<file path="config.mk">
export PLATFORM = sky130hd
export DESIGN_NAME = rx_display_buffer
export DESIGN_NICKNAME = d
export VERILOG_FILES = /design/src/rtl/rx_display_buffer_pkg.sv /design/src/rtl/rx_display_buffer_rise.sv /design/src/rtl/rx_display_buffer.sv
export SDC_FILE = /design/constraint.sdc
export NUM_CORES = 1
export LEC_CHECK = 0
export CORE_UTILIZATION = 54
export DETAILED_ROUTE_END_ITERATION = 7
export HOLD_SLACK_MARGIN = 0.1
export PLACE_DENSITY = 0.81
export SLEW_MARGIN = 20
export SYNTH_ARGS = -nofsm -noshare
export SYNTH_HDL_FRONTEND = slang
export SYNTH_SLANG_ARGS = --single-unit
</file>
<file path="constraint.sdc">
create_clock -name clk_50Mhz -period 10.5 [get_ports clk_50Mhz]
set_input_delay 1.575 -clock clk_50Mhz [delete_from_list [all_inputs] [get_ports clk_50Mhz]]
set_output_delay 1.575 -clock clk_50Mhz [all_outputs]
set_load 0.03 [all_outputs]
</file>
<file path="src/rtl/rx_display_buffer_pkg.sv">
// Shared constants and types for the received-byte display buffer.
package rx_display_buffer_pkg;

  localparam int unsigned DEPTH_DEFAULT = 8;
  localparam int unsigned NIB_W         = 4;

  // Pointer width for a given power-of-two history depth (at least 1 bit).
  function automatic int unsigned ptr_width(input int unsigned depth);
    return (depth <= 1) ? 1 : $clog2(depth);
  endfunction

  localparam int unsigned PTR_W_DEFAULT = ptr_width(DEPTH_DEFAULT);

  // Everything the display controller sees, registered as one word.
  typedef struct packed {
    logic [NIB_W-1:0] d_hi;
    logic [NIB_W-1:0] d_lo;
    logic [NIB_W-1:0] sel_hi;
    logic [NIB_W-1:0] sel_lo;
  } disp_t;

endpackage

</file>
<file path="src/rtl/rx_display_buffer_rise.sv">
// Rising-edge detector for a debounced button level.
// A level already high when reset releases is ignored until it has been seen low.
module rise_edge_detect (
  input  logic clk,
  input  logic reset,
  input  logic level,
  output logic pulse
);

  logic prev_q, prev_d;
  logic armed_q, armed_d;

  // Pulse on a 0->1 transition once the detector has observed the input low.
  always_comb begin
    prev_d  = level;
    armed_d = armed_q | ~level;
    pulse   = level & ~prev_q & armed_q;
  end

  // Previous-level and arming history registers.
  always_ff @(posedge clk or posedge reset) begin
    if (reset) begin
      prev_q  <= 1'b0;
      armed_q <= 1'b0;
    end else begin
      prev_q  <= prev_d;
      armed_q <= armed_d;
    end
  end

endmodule

</file>
<file path="src/rtl/rx_display_buffer.sv">
// Keeps the last DEPTH received bytes and lets the buttons browse through them.
// Outputs are registered from next-state values, so an input sampled on an edge
// is visible on the outputs right after that same edge.
module rx_display_buffer
  import rx_display_buffer_pkg::*;
#(
  parameter int unsigned DEPTH = DEPTH_DEFAULT
) (
  input  logic             clk_50Mhz,
  input  logic             reset,
  input  logic             rx_rdy,
  input  logic [7:0]       rx_data,
  input  logic             btn_up,
  input  logic             btn_dn,
  output logic [NIB_W-1:0] d_hi,
  output logic [NIB_W-1:0] d_lo,
  output logic [NIB_W-1:0] bytesel_hi,
  output logic [NIB_W-1:0] bytesel_lo
);

  localparam int unsigned PTR_W  = ptr_width(DEPTH);
  localparam logic [3:0]  DEPTH4 = 4'(DEPTH);

  logic [7:0]       mem_q [DEPTH];
  logic [PTR_W-1:0] wr_ptr_q, wr_ptr_d;
  logic [3:0]       count_q, count_d;
  logic [3:0]       offset_q, offset_d;
  disp_t            disp_q, disp_d;

  logic             up_evt, dn_evt;
  logic [3:0]       lim;
  logic [PTR_W-1:0] rd_idx;
  logic [7:0]       view;

  rise_edge_detect u_up (
    .clk   (clk_50Mhz),
    .reset (reset),
    .level (btn_up),
    .pulse (up_evt)
  );

  rise_edge_detect u_dn (
    .clk   (clk_50Mhz),
    .reset (reset),
    .level (btn_dn),
    .pulse (dn_evt)
  );

  // Next pointer/count/offset: write adjustment first, then buttons, then clamp.
  // The viewed byte bypasses the memory when the slot being written is on view.
  always_comb begin
    wr_ptr_d = wr_ptr_q;
    count_d  = count_q;
    offset_d = offset_q;
    if (rx_rdy) begin
      wr_ptr_d = wr_ptr_q + PTR_W'(1);
      if (count_q < DEPTH4) count_d = count_q + 4'd1;
      if (offset_q != 4'd0 && offset_q < DEPTH4 - 4'd1) offset_d = offset_q + 4'd1;
    end
    lim = (count_d == 4'd0) ? 4'd0 : count_d - 4'd1;
    if (up_evt && !dn_evt && offset_d < lim)
      offset_d = offset_d + 4'd1;
    else if (dn_evt && !up_evt && offset_d != 4'd0)
      offset_d = offset_d - 4'd1;
    if (offset_d > lim) offset_d = lim;

    rd_idx = wr_ptr_d - PTR_W'(1) - offset_d[PTR_W-1:0];
    if (count_d == 4'd0)
      view = 8'h00;
    else if (rx_rdy && offset_d == 4'd0)
      view = rx_data;
    else
      view = mem_q[rd_idx];

    disp_d.d_hi   = view[7:4];
    disp_d.d_lo   = view[3:0];
    disp_d.sel_hi = count_d;
    disp_d.sel_lo = offset_d;
  end

  // Control state and registered display outputs.
  always_ff @(posedge clk_50Mhz or posedge reset) begin
    if (reset) begin
      wr_ptr_q <= '0;
      count_q  <= '0;
      offset_q <= '0;
      disp_q   <= '0;
    end else begin
      wr_ptr_q <= wr_ptr_d;
      count_q  <= count_d;
      offset_q <= offset_d;
      disp_q   <= disp_d;
    end
  end

  // History storage; not reset because a zero count masks stale contents.
  always_ff @(posedge clk_50Mhz) begin
    if (rx_rdy && !reset) mem_q[wr_ptr_q] <= rx_data;
  end

  assign d_hi       = disp_q.d_hi;
  assign d_lo       = disp_q.d_lo;
  assign bytesel_hi = disp_q.sel_hi;
  assign bytesel_lo = disp_q.sel_lo;

endmodule

</file>
### Word-level counts from Yosys, hierarchy flattened

Memories as Yosys holds them, arrays and structs flattened.
Cells that the tools add are included.

* bits in registers: 23
* latch bits: 0
* RAM bits: 64
* memory bits (read-only): 0
* output and inout bits: 16
* logic and storage cells: 59
* memories kept: 1

Memories
* mem_q: depth 8, width 8, read ports 1, clocked after Yosys merged registers in 0, wr ports 1, RTL line rx_display_buffer.sv:24 `logic [7:0] mem_q [DEPTH];`

* add/sub/neg operators: 8
* multipliers: 0
* divide/modulo/power cells: 0
* $lt $le $gt $ge: 4
* equality and inequality tests: 0
* shifts and indexed selects: 0
* mux-type cells: 13
* bitwise gates (word level): 10
* reductions and logical operators: 14

Operators by type and width (count)
* $mux W4: 8
* $mux W8: 2
* $add A4 B1 Y4 const B: 3
* $logic_not A4 Y1: 2
* $reduce_bool A4 Y1: 2
* $sub A4 B1 Y4 const B: 2
* $logic_and A1 B1 Y1: 7
* $and A1 B1 Y1: 4
* $gt A4 B4 Y1: 1
* $lt A4 B3 Y1 const B: 1
* $lt A4 B4 Y1: 1
* $lt A4 B4 Y1 const B: 1
* $not A1 Y1: 4
* $add A3 B1 Y3 const B: 1
* $logic_not A1 Y1: 3
* $mux W3: 1
* $sub A3 B1 Y3 const B: 1
* $sub A3 B3 Y3: 1
* $mux W1: 2
* $or A1 B1 Y1: 2

### Depth between registers and ports, before layout

Gate-level depths: netlist of the first run.

* depth in word-level cells: 14
* gate-level depth with buffers: 32
* depth with buffers taken out: 30

### Hierarchy

From an unflattened synthesis of the first run, not the netlist that was laid out.

* cell total of the unflattened synthesis: 284
* area total of the unflattened synthesis: 4244.1 um2

Modules (own cells, without submodules)
* rx_display_buffer: times used 1, cells an instance 274, area each 4106.4 um2, sequential area each 2397.3 um2
* rise_edge_detect: times used 2, cells an instance 5, area each 68.8 um2, sequential area each 50.0 um2

### Worst setup path before layout of the first run

OpenSTA, ideal clock, no wires.

* path kind: in2reg
* start: input port rx_rdy
* end: register disp_q (netlist bit d_hi[0])
* library setup time: 0.129 ns
* arrival time: 7.210 ns
* slack: 3.161 ns
* stages: 27
* path through: buf_6 -> nand3b_4 -> xnor2_4 -> nor3_1 -> a21o_1 -> inv_1 -> ha_1 -> o21ai_0 -> a211o_1 -> o2111a_1 -> o21ai_0 -> a21oi_1 -> a22o_1 -> ha_1 -> a21o_1 -> a21oi_1 -> a31oi_1 -> nand2_1 -> a2111o_1 -> buf_6 -> a21o_1 -> ha_1 -> clkbuf_1 -> clkbuf_1 -> mux4_2 -> or3b_1 -> a31oi_1

* cells in the longest elaborated chain, start to end: 12
* elaborated cells between the ends (all ways): 23
* classes of those cells: add/sub: 5; order compare: 2; mux: 9; reduce/logical: 6; memory: 1

Ends and longest elaborated chain
* start, declared: RTL line rx_display_buffer.sv:11 `input logic rx_rdy,`
* $mux W4 (*): RTL line rx_display_buffer.sv:55 `if (rx_rdy) begin`
* via count_d[2]: RTL line rx_display_buffer.sv:26 `logic [3:0] count_q, count_d;`
* $sub A4 B1 Y4 / $logic_not A4 Y1 (equally long branches): RTL line rx_display_buffer.sv:60, rx_display_buffer.sv:68
* $mux W4: RTL line rx_display_buffer.sv:60 `lim = (count_d == 4'd0) ? 4'd0 : count_d - 4'd1;`
* $lt A4 B4 Y1: RTL line rx_display_buffer.sv:61 `if (up_evt && !dn_evt && offset_d < lim)`
* $logic_and A1 B1 Y1: RTL line rx_display_buffer.sv:61
* $mux W4: RTL line rx_display_buffer.sv:61
* $gt A4 B4 Y1: RTL line rx_display_buffer.sv:65 `if (offset_d > lim) offset_d = lim;`
* $mux W4: RTL line rx_display_buffer.sv:65
* $sub A3 B3 Y3 / $logic_not A4 Y1 (equally long branches): RTL line rx_display_buffer.sv:67, rx_display_buffer.sv:70
* $mem_v2 Z8 W8 / $logic_and A1 B1 Y1 (equally long branches)
* $mux W8: RTL line rx_display_buffer.sv:70 `else if (rx_rdy && offset_d == 4'd0)`
* $mux W8 (*): RTL line rx_display_buffer.sv:68 `if (count_d == 4'd0)`
* via view[4]: RTL line rx_display_buffer.sv:33 `logic [7:0] view;`
* end signal, assigned: RTL line rx_display_buffer.sv:92 `disp_q <= disp_d;`
* end, declared: RTL line rx_display_buffer.sv:28 `disp_t disp_q, disp_d;`

The timed path passes the listed nets; every way through them passes the cells marked *.

### Worst setup path after layout of the first run

* start: input port rx_rdy
* end: register disp_q (netlist bit d_lo[0])

The elaborated chain is that of the path after synthesis.

==> results of run 1 <==
==> routing by layer <==
metal | track usage | wire, um | vias up
met1 | 0.3059 | 3703 | 1410
met2 | 0.3902 | 4395 | 117
li1 | - | - | 1270
met4 | 0.08862 | 127 | 0
met5 | 0 | 0 | -
met3 | 0.03853 | 552 | 14
==> cells by family after synthesis <==
logic type,after synthesis
AO/OA/AOI/OAI,70
buffers and inverters,25
AND/OR/NAND/NOR,75
multiplexers,27
adder cells (fa/ha/maj),13
XOR/XNOR,6
flip-flops,87
==> area by class of cell <==
class	instances	share of cell area
tap	102	0.02606
sequential	87	0.5100
timing repair buffer	31	0.06183
inverter	16	0.01226
clock buffer	10	0.02810
multi-input combinational	191	0.3464
clock inverter	6	0.01533
==> path summary, 6_finish.rpt <==
kind | to | slack (ns) | cells past startpoint
min in group asynchronous | d_lo[1] | 1.73 | 3
worst max register to register | d_lo[0] | 3.07 | 26
worst min-delay path | u_up.armed_q | 0.47 | 1
worst min register to register | u_up.armed_q | 0.47 | 1
max in group asynchronous | wr_ptr_q[2] | 8.51 | 3
worst max-delay path | d_lo[0] | 1.69 | 26
==> flip-flops by register name, summed over array words and instances, names as in the netlist <==
signal	flops
u_dn.prev_q	1
bytesel_hi	4
wr_ptr_q	3
d_hi	4
bytesel_lo	4
u_dn.armed_q	1
u_up.prev_q	1
u_up.armed_q	1
mem_q	64
d_lo	4
==> critical path: stages <==
cell,delay (ns)
clkdlybuf4s50_1,0.89
nand2b_2,0.20
xnor2_1,0.43
o2bb2ai_1,0.22
inv_1,0.11
ha_1,0.29
o21ai_0,0.19
a211o_1,0.33
o2111a_1,0.20
o21ai_0,0.31
a21oi_1,0.11
a22o_1,0.26
ha_1,0.30
a21o_1,0.11
a21oi_1,0.06
a31oi_1,0.25
nand2_1,0.09
a2111o_1,0.58
nor2_1,0.15
a21o_1,0.13
ha_2,0.17
inv_1,0.05
fa_1,1.07
mux4_2,0.37
or3b_2,0.44
a31oi_1,0.19
==> metrics by stage <==
step / instance area, um^2 / hold WS, ns / utilization
2_1_floorplan: 4305 / 0.4266 / -
3_3_place_gp: 4678 / 0.4469 / 0.6054
3_5_place_dp: 4678 / 0.4452 / 0.6054
4_1_cts: 4891 / 0.4696 / 0.6329
5_1_grt: 4897 / 0.5157 / 0.6337
6_report: 4897 / 0.4698 / 0.6337
==> cells in the mapped netlist (2+ instances only) <==
library cell	n
clkbuf_1	4
nor3_1	3
o21ai_1	2
nand2b_1	7
nor4_1	3
mux2_2	6
a211o_1	3
nor2_1	18
nor4bb_1	2
o21ai_0	13
mux4_2	16
buf_6	3
inv_1	15
dfrtp_1	23
nand3b_1	2
mux2i_1	3
nand2_1	15
o31ai_1	8
a211oi_1	4
ha_1	12
a21o_1	5
edfxtp_1	64
or3b_2	2
nand3_1	4
a21oi_1	6
xnor2_1	4
a31oi_1	10
a32o_1	2
or3b_1	5
nand4_1	2
==> implementation parameters, run 1 <==
Parameter                              Value

Run status
  Result of the run ... complete, no violations

Route
  Detailed Route WL ... 8779 um
  Average wire per cell in the routed design ... 19.82 um
  Drc violations ... 0
  First-pass iteration count of the detailed router ... 5
  Ratio of routed vias to standard cells ... 6.345
  Starting DRC count in detailed routing ... approximately 330
  Remaining number of nets flagged by the antenna check after routing ... 0
  Via Count ... 2,811

Worst setup path
  Timing startpoint of the critical path ... rx_rdy
  Worst endpoint required time ... 10.78 ns
  Crit path max fanout ... 16
  Data arrival at the endpoint of the critical path ... about 9.1 ns
  Nature of the critical path endpoint ... register
  Crit path kind ... in -> reg
  Worst Setup Start Kind ... input port
  Origin of the critical flop-to-flop path ... bytesel_lo[0]

Final layout
  Number of antenna cells inserted ... 0
  Layout overhead on the synthesized area ... 13.75%
  Post-layout nets ... roughly 360
  Commonest non-fill, non-tap cell in the layout ... edfxtp_1
  Reg area ... approximately 2500 um^2
  Area taken by multi-input logic gates ... 1697 um^2
  Commonest non-fill, non-tap cells in the layout ... 64 x edfxtp_1, 28 x clkdlybuf4s50_1, 23 x dfrtp_1
  Share of final-layout standard cells stronger than drive strength 1 ... 0.1642
  Total of fill cells in the finished design ... 557
  Number of non-filler instances in the completed layout ... 443

STA
  Post-layout min period ... 8.815 ns
  Slew of the pin with the lowest slew margin ... 1.035 ns
  Skew final ... 0.01027 ns
  Final slew viol count ... 0
  Unrepaired setup endpoints after global routing ... no
  Setup TNS after final layout ... 0 ns
  Final Hold Violating Endpoints ... 0
  Share of the clock period used by the worst path after layout ... 0.8395
  Worst slew margin relative to its limit ... 0.3074
  Final setup fails ... 0
  Final worst setup slack ... 1.685 ns
  Maximum frequency from static timing analysis ... 0.1134 GHz

Floorplan
  Num ports ... 29
  Effective utilization at floorplan ... 0.5572
  Number of core rows ... 32
  Die Height ... around 91 um
  Core Region ... 7727 um^2
  Overall die area ... 8334 um^2
  Die boundary width ... 91.29 um

Yosys
  Arithmetic-cell share of the synthesized area counting full adders, half adders and majority gates ... 0.03952
  Yosys synthesis warning count ... 0
  Largest cells by area after synthesis ... edfxtp_1 45%, dfrtp_1 13%, mux4_2 8.4%
  Flip-flop cell with the highest count after synthesis ... edfxtp_1
  Area fraction in compound gates after synthesis ... 0.1203
  Portion of the post-synthesis area used by sequential elements ... 0.5801
  Basic-gate share of the synthesized area counting and, or, nand and nor cells ... 0.1032
  Post-synth EDFFs ... 64
  Combinational family with the most area after synthesis ... compound AO/OA/AOI/OAI gates
  Seq cells post-synth ... 87
  Gate Count Post-Synth ... between 300 and 400
  Xor and xnor area share after synthesis ... 0.01656
  Asr flop ratio synth ... 0.2644
  Syn Nets ... 329
  Average cell area after synthesis ... 14.21 um^2
  Cell type with the largest total area after synthesis ... edfxtp_1
  Mux cell area share after synthesis ... 0.1130
  Yosys cell types ... 67
  Netlist Area Pre-Place ... 4305 um^2
  Area share of the largest cell type after synthesis ... 0.4464

Clock network
  Clock sinks ... between 80 and 90
  Count of H-tree levels built during CTS ... 3
  Cell at the root of the clock tree ... clkbuf_8
  Post-CTS setup buffer count ... 0
  CTS tree ... yes
  Hold-fix buffers at CTS ... 0
  Deepest clock path buffer count ... 2
  Post-CTS Resized ... 0
  Clock-pin transition on the worst setup and hold timing paths ... approximately 0.09 ns
  Total clock buffers created by CTS ... 9
  Worst skew pair latency ... 0.36 ns

Placement
  Instance count after placement with tap cells included ... 427
  Quantity of I/O buffers inserted on ports ... 28
  Hpwl dp ... between 5000 and 6000 um
  Final GP Congestion ... 0.8766
  Worst setup slack before clock tree synthesis ... roughly 1.4 ns

Global routing
  Number of antenna violations at the first check in global routing ... 0
  Remaining Overflow, GRT ... 0
  First-pass GRT wire length ... 14,470 um
  Overall track demand over capacity in global routing ... 0.2328
  Pin count of the biggest net entering global routing ... 26
  Number of global-route vias before repair ... 2,843

Job
  Number of max-cap violations ... 0

Hold path
  Hold Path Class ... reg -> reg
  Worst Min Path Start ... u_up.armed_q
Power of run 1 is left out: the tool's default activity adds up to more than one toggle a clock period on the data nets, which glitch-free logic cannot reach.
==> run 2: changes to the inputs <==
--- a/config.mk
+++ b/config.mk
@@ -5,10 +5,10 @@
 export SDC_FILE = /design/constraint.sdc
 export NUM_CORES = 1
 export LEC_CHECK = 0
-export CORE_UTILIZATION = 54
+export CORE_UTILIZATION = 53
 export DETAILED_ROUTE_END_ITERATION = 7
 export HOLD_SLACK_MARGIN = 0.1
-export PLACE_DENSITY = 0.81
+export PLACE_DENSITY = 0.83
 export SLEW_MARGIN = 20
 export SYNTH_ARGS = -nofsm -noshare
 export SYNTH_HDL_FRONTEND = slang
==> constraint.sdc (replaced) <==
create_clock -name clk_50Mhz -period 7.8 [get_ports clk_50Mhz]
set_input_delay 1.17 -clock clk_50Mhz [delete_from_list [all_inputs] [get_ports clk_50Mhz]]
set_output_delay 1.17 -clock clk_50Mhz [all_outputs]
set_load 0.03 [all_outputs]
==> implementation parameters, run 2 (synthesis results as in run 1) <==
Parameter                              Value

Route
  Drc violations ... 0 (unchanged)
  Via Count ... 2,808 (was 2,811)
  Remaining number of nets flagged by the antenna check after routing ... 0 (unchanged)
  Starting DRC count in detailed routing ... 152 (was 333)
  Ratio of routed vias to standard cells ... 6.254 (was 6.345)
  Detailed Route WL ... 8904 um (was 8779 um)
  Average wire per cell in the routed design ... 19.83 um (was 19.82 um)
  First-pass iteration count of the detailed router ... 4 (was 5)

Floorplan
  Effective utilization at floorplan ... 0.5514 (was 0.5572)
  Core Region ... 7807 um^2 (was 7727 um^2)
  Num ports ... 29 (unchanged)
  Die boundary width ... 92.13 um (was 91.29 um)
  Die Height ... 92.13 um (was 91.29 um)
  Overall die area ... 8488 um^2 (was 8334 um^2)
  Number of core rows ... 32 (unchanged)

Final layout
  Number of antenna cells inserted ... 0 (unchanged)
  Layout overhead on the synthesized area ... 15.14% (was 13.75%)
  Commonest non-fill, non-tap cells in the layout ... 64 x edfxtp_1, 27 x clkdlybuf4s50_1, 23 x dfrtp_1 (was 64 x edfxtp_1, 28 x clkdlybuf4s50_1, 23 x dfrtp_1)
  Max FFs per register ... 64 (unchanged)
  Reg with most FFs ... mem_q (unchanged)
  Share of final-layout standard cells stronger than drive strength 1 ... 0.1758 (was 0.1642)
  Commonest non-fill, non-tap cell in the layout ... edfxtp_1 (unchanged)
  Post-layout nets ... 368 (was 362)

STA
  Post-layout min period ... 7.085 ns
  Final Hold Violating Endpoints ... 0 (unchanged)
  Share of the clock period used by the worst path after layout ... 0.9083
  Final worst setup slack ... 0.7153 ns (was 1.685 ns)
  Final setup fails ... 0 (unchanged)
  Final slew viol count ... 0 (unchanged)
  Unrepaired setup endpoints after global routing ... no (unchanged)
  Worst slew margin relative to its limit ... 0.3500 (was 0.3074)
  Maximum frequency from static timing analysis ... 0.1411 GHz
  Skew final ... 0.01596 ns (was 0.01027 ns)
  Slew of the pin with the lowest slew margin ... 0.9740 ns (was 1.035 ns)

Worst setup path
  Highest-delay cell along the critical path ... a2111o_1 (was fa_1)
  Reg2reg setup slack ... 1.02 ns (was 3.07 ns)
  Number of buffer and inverter stages on the critical path ... 3 (unchanged)
  Peak per-stage delay on the critical path ... 0.48 ns (was 1.07 ns)
  Delay-heaviest family, CP ... compound AO/OA/AOI/OAI gates (unchanged)
  Origin of the critical flop-to-flop path ... bytesel_lo[0] (unchanged)
  R2R cell count ... 28 (was 26)
  Worst setup endpoint ... d_lo[0] (unchanged)
  Data arrival at the endpoint of the critical path ... 7.34 ns (was 9.09 ns)
  Worst endpoint required time ... 8.06 ns (was 10.78 ns)
  Timing startpoint of the critical path ... rx_rdy (unchanged)
  R2R Path End ... d_lo[0] (unchanged)
  Crit path kind ... in -> reg (unchanged)
  Worst Setup Start Kind ... input port (unchanged)
  Nature of the critical path endpoint ... register (unchanged)
  Worst path depth ... 29 (was 26)
  Crit path max fanout ... 15 (was 16)

Global routing
  Global routing usage on met2 ... 0.3775 (was 0.3902)
  Fraction of met1 tracks used by global routing ... 0.2893 (was 0.3059)
  Remaining Overflow, GRT ... 0 (unchanged)
  Most used routing layer ... met2 (unchanged)
  Number of antenna violations at the first check in global routing ... 0 (unchanged)
  Number of global-route vias before repair ... 2,816 (was 2,843)
  First-pass GRT wire length ... 14,350 um (was 14,470 um)
  Met3 Track Usage GR ... 0.04395 (was 0.03853)
  Overall track demand over capacity in global routing ... 0.2275 (was 0.2328)
  Pin count of the biggest net entering global routing ... 26 (unchanged)

Clock network
  Worst skew pair latency ... 0.35 ns (was 0.36 ns)
  Post-CTS Resized ... 0 (unchanged)
  Clock sinks ... 87 (unchanged)
  CTS tree ... yes (unchanged)
  Hold-fix buffers at CTS ... 0 (unchanged)
  Count of H-tree levels built during CTS ... 3 (unchanged)
  Cell at the root of the clock tree ... clkbuf_8 (unchanged)
  Deepest clock path buffer count ... 2 (unchanged)
  Post-CTS setup buffer count ... 0 (unchanged)
  Clock-pin transition on the worst setup and hold timing paths ... 0.09 ns (about the same)
  Total clock buffers created by CTS ... 9 (unchanged)

Placement
  Final GP Congestion ... 0.8353 (was 0.8766)
  Quantity of I/O buffers inserted on ports ... 28 (unchanged)
  Worst setup slack before clock tree synthesis ... -0.01281 ns (was 1.355 ns)
  Hpwl dp ... 6049 um (was 5972 um)

Job
  Number of max-cap violations ... 0 (unchanged)

Run status
  Result of the run ... complete, no violations (unchanged)

Hold path
  Hold Path Class ... reg -> reg (unchanged)
  Worst Min Path Start ... u_up.armed_q (unchanged)
run 2: stage by stage:
step	TNS (ns)	hold slack [ns]	area [um^2]	cells	util
3_5_place_dp	-0.01982	0.4452	4723	433	0.6050
5_1_grt	0	0.5105	4957	449	0.6349
4_1_cts	0	0.4673	4943	449	0.6332
3_3_place_gp	0	0.4464	4723	433	0.6050
2_1_floorplan	0	0.4266	4305	303	-
6_report	0	0.4659	4957	449	0.6349
run 2: worst min path at each step:
stage                        end  slack (ns)  depth (start not counted)
floorplan           u_up.armed_q        0.43                          1
global placement    u_up.armed_q        0.45                          1
detailed placement  u_up.armed_q        0.45                          1
CTS                 u_up.armed_q        0.47                          1
global route        u_up.armed_q        0.51                          1
finish              u_up.armed_q        0.47                          1
run 2: routing by layer:
layer | up-vias | share of wire
met4 | 0 | 0.021
met5 | - | 0
met3 | 20 | 0.070
met1 | 1406 | 0.41
li1 | 1270 | -
met2 | 112 | 0.50
run 2: area by class of cell:
class	instances	area, um^2
Sequential cell	87	2497
Clock buffer	10	127.6
Fill cell	561	2850
Multi-Input combinational cell	191	1702
Timing Repair Buffer	37	350.3
Tap cell	102	127.6
Inverter	16	60.06
Clock inverter	6	92.59
run 2: worst register-to-register path, delay by kind of cell (launching register included):
| family | cells | cell delay, ns |
|---|---|---|
| muxes | 3 | 0.98 |
| adders and majority gates | 5 | 1.37 |
| xor gates and xnor gates | 1 | 0.28 |
| DFF | 1 | 0.50 |
| AOI/OAI and AO/OA | 12 | 2.48 |
| and+or+nand+nor | 5 | 0.87 |
| buffers and inverters | 2 | 0.21 |
Power of run 2 is left out for the same reason.
==> run 3: changes to the inputs <==
--- a/config.mk
+++ b/config.mk
@@ -8,6 +8,7 @@
 export CORE_UTILIZATION = 53
 export DETAILED_ROUTE_END_ITERATION = 7
 export HOLD_SLACK_MARGIN = 0.1
+export MAX_ROUTING_LAYER = met4
 export PLACE_DENSITY = 0.83
 export SLEW_MARGIN = 20
 export SYNTH_ARGS = -nofsm -noshare
==> implementation parameters, run 3 (synthesis results as in run 1) <==
Parameter                              Value

Run status
  Result of the run ... complete, no violations (unchanged)

Clock network
  CTS tree ... yes (unchanged)
  Deepest clock path buffer count ... 2 (unchanged)
  Worst skew pair latency ... 0.35 ns (about the same)
  Post-CTS setup buffer count ... 0 (unchanged)
  Clock sinks ... 87 (unchanged)
  Clock-pin transition on the worst setup and hold timing paths ... 0.09 ns (about the same)
  Cell at the root of the clock tree ... clkbuf_8 (unchanged)
  Count of H-tree levels built during CTS ... 3 (unchanged)
  Total clock buffers created by CTS ... 9 (unchanged)

Final layout
  Share of final-layout standard cells stronger than drive strength 1 ... 0.1758 (unchanged)
  Post-layout nets ... 368 (unchanged)
  Layout overhead on the synthesized area ... 15.14% (unchanged)
  Max FFs per register ... 64 (unchanged)
  Commonest non-fill, non-tap cells in the layout ... 64 x edfxtp_1, 27 x clkdlybuf4s50_1, 23 x dfrtp_1 (unchanged)
  Number of non-filler instances in the completed layout ... 449 (unchanged)
  Number of antenna cells inserted ... 0 (unchanged)
  Commonest non-fill, non-tap cell in the layout ... edfxtp_1 (unchanged)
  Reg with most FFs ... mem_q (unchanged)

Route
  Detailed Route WL ... 8886 um (was 8904 um)
  Top routing layer used ... met4 (unchanged)
  Remaining number of nets flagged by the antenna check after routing ... 0 (unchanged)
  Met1 wire length ... 3698 um (was 3633 um)
  Via Count ... 2,768 (was 2,808)
  Ratio of routed vias to standard cells ... 6.165 (was 6.254)
  Starting DRC count in detailed routing ... 157 (was 152)
  Routed wire length on met2 ... 4412 um (was 4463 um)
  WL met3 ... 606 um (was 619 um)
  Average wire per cell in the routed design ... 19.79 um (was 19.83 um)
  Drc violations ... 0 (unchanged)
  First-pass iteration count of the detailed router ... 4 (unchanged)

STA
  Final slew viol count ... 0 (unchanged)
  Worst slew margin relative to its limit ... 0.3524 (was 0.3500)
  Final Hold Violating Endpoints ... 0 (unchanged)
  Share of the clock period used by the worst path after layout ... 0.9081 (was 0.9083)
  Unrepaired setup endpoints after global routing ... no (unchanged)
  Maximum frequency from static timing analysis ... 0.1412 GHz (was 0.1411 GHz)
  Slew of the pin with the lowest slew margin ... 0.9703 ns (was 0.9740 ns)
  Post-layout min period ... 7.083 ns (was 7.085 ns)
  Skew final ... 0.01526 ns (was 0.01596 ns)
  Final setup fails ... 0 (unchanged)

Global routing
  Overall track demand over capacity in global routing ... 0.2342 (was 0.2275)
  Pin count of the biggest net entering global routing ... 26 (unchanged)
  Number of global-route vias before repair ... 2,806 (was 2,816)
  Number of antenna violations at the first check in global routing ... 0 (unchanged)
  First-pass GRT wire length ... 14,400 um (was 14,350 um)
  Remaining Overflow, GRT ... 0 (unchanged)

Floorplan
  Die boundary width ... 92.13 um (unchanged)
  Overall die area ... 8488 um^2 (unchanged)
  Effective utilization at floorplan ... 0.5514 (unchanged)
  Core Region ... 7807 um^2 (unchanged)
  Number of core rows ... 32 (unchanged)
  Num ports ... 29 (unchanged)
  Die Height ... 92.13 um (unchanged)

Worst setup path
  Worst Setup Start Kind ... input port (unchanged)
  Reg2reg setup slack ... 1.01 ns (was 1.02 ns)
  Crit path kind ... in -> reg (unchanged)
  Peak per-stage delay on the critical path ... 0.48 ns (about the same)
  Crit path max fanout ... 15 (unchanged)
  Worst endpoint required time ... 8.06 ns (about the same)
  Nature of the critical path endpoint ... register (unchanged)
  Data arrival at the endpoint of the critical path ... 7.34 ns (about the same)
  Highest-delay cell along the critical path ... a2111o_1 (unchanged)

Placement
  Quantity of I/O buffers inserted on ports ... 28 (unchanged)
  Instance count after placement with tap cells included ... 433 (unchanged)
  Final GP Congestion ... 0.8482 (was 0.8353)
  Hpwl dp ... 6049 um (unchanged)

Hold path
  Hold Path Class ... reg -> reg (unchanged)

Job
  Number of max-cap violations ... 0 (unchanged)
==> run 3: cell counts in the layout (fill, tap and decap cells not counted) <==
No cell type changed its count.
==> run 3: final cells by class <==
| cell class | instances | area (um^2) |
|---|---|---|
| Clock buffer | 10 | 127.6 |
| Clock inverter | 6 | 92.59 |
| Fill cell | 561 | 2850 |
| Inverter | 16 | 60.06 |
| Multi-Input combinational cell | 191 | 1702 |
| Sequential cell | 87 | 2497 |
| Tap cell | 102 | 127.6 |
| Timing Repair Buffer | 37 | 350.3 |
==> run 3: worst max-delay path, delay by kind of cell <==
family	cells	cell delay [ns]
AOI/OAI and AO/OA	14	2.71
and+or+nand+nor	6	1.20
adders and majority gates	4	1.13
buffers and inverters	3	0.50
muxes	1	0.35
xor gates and xnor gates	1	0.28
==> run 3: stage by stage <==
stage	TNS, ns	instance area (um^2)	setup slack (ns)	hold WS (ns)	utilization
6_report	0	4957	0.7171	0.4643	0.6349
4_1_cts	0	4943	0.2452	0.4673	0.6332
2_1_floorplan	0	4305	0.8663	0.4266	-
3_5_place_dp	-0.01982	4723	-0.01281	0.4452	0.6050
5_1_grt	0	4957	0.2036	0.5105	0.6349
3_3_place_gp	0	4723	0.2254	0.4464	0.6050
==> run 3: worst paths after layout <==
kind,start,end,cells past startpoint
min reg2reg,u_up.armed_q,u_up.armed_q,1
max reg2reg,bytesel_lo[0],d_lo[0],28
max in group asynchronous,reset,wr_ptr_q[2],2
min,u_up.armed_q,u_up.armed_q,1
min in group asynchronous,reset,u_dn.prev_q,2
max,rx_rdy,d_lo[0],29
==> run 3: routing by layer <==
layer	global-route usage	vias to the layer above
met5	-	-
met3	0.04146	17
met2	0.3818	105
li1	-	1272
met4	0.09115	0
met1	0.2933	1374
==> run 3: what timing repair did <==
action                                  CTS  global route
endpoints found under the setup margin    0             8
hold buffers                              0             0
resized for setup                         0             3
Power of run 3 is left out for the same reason.
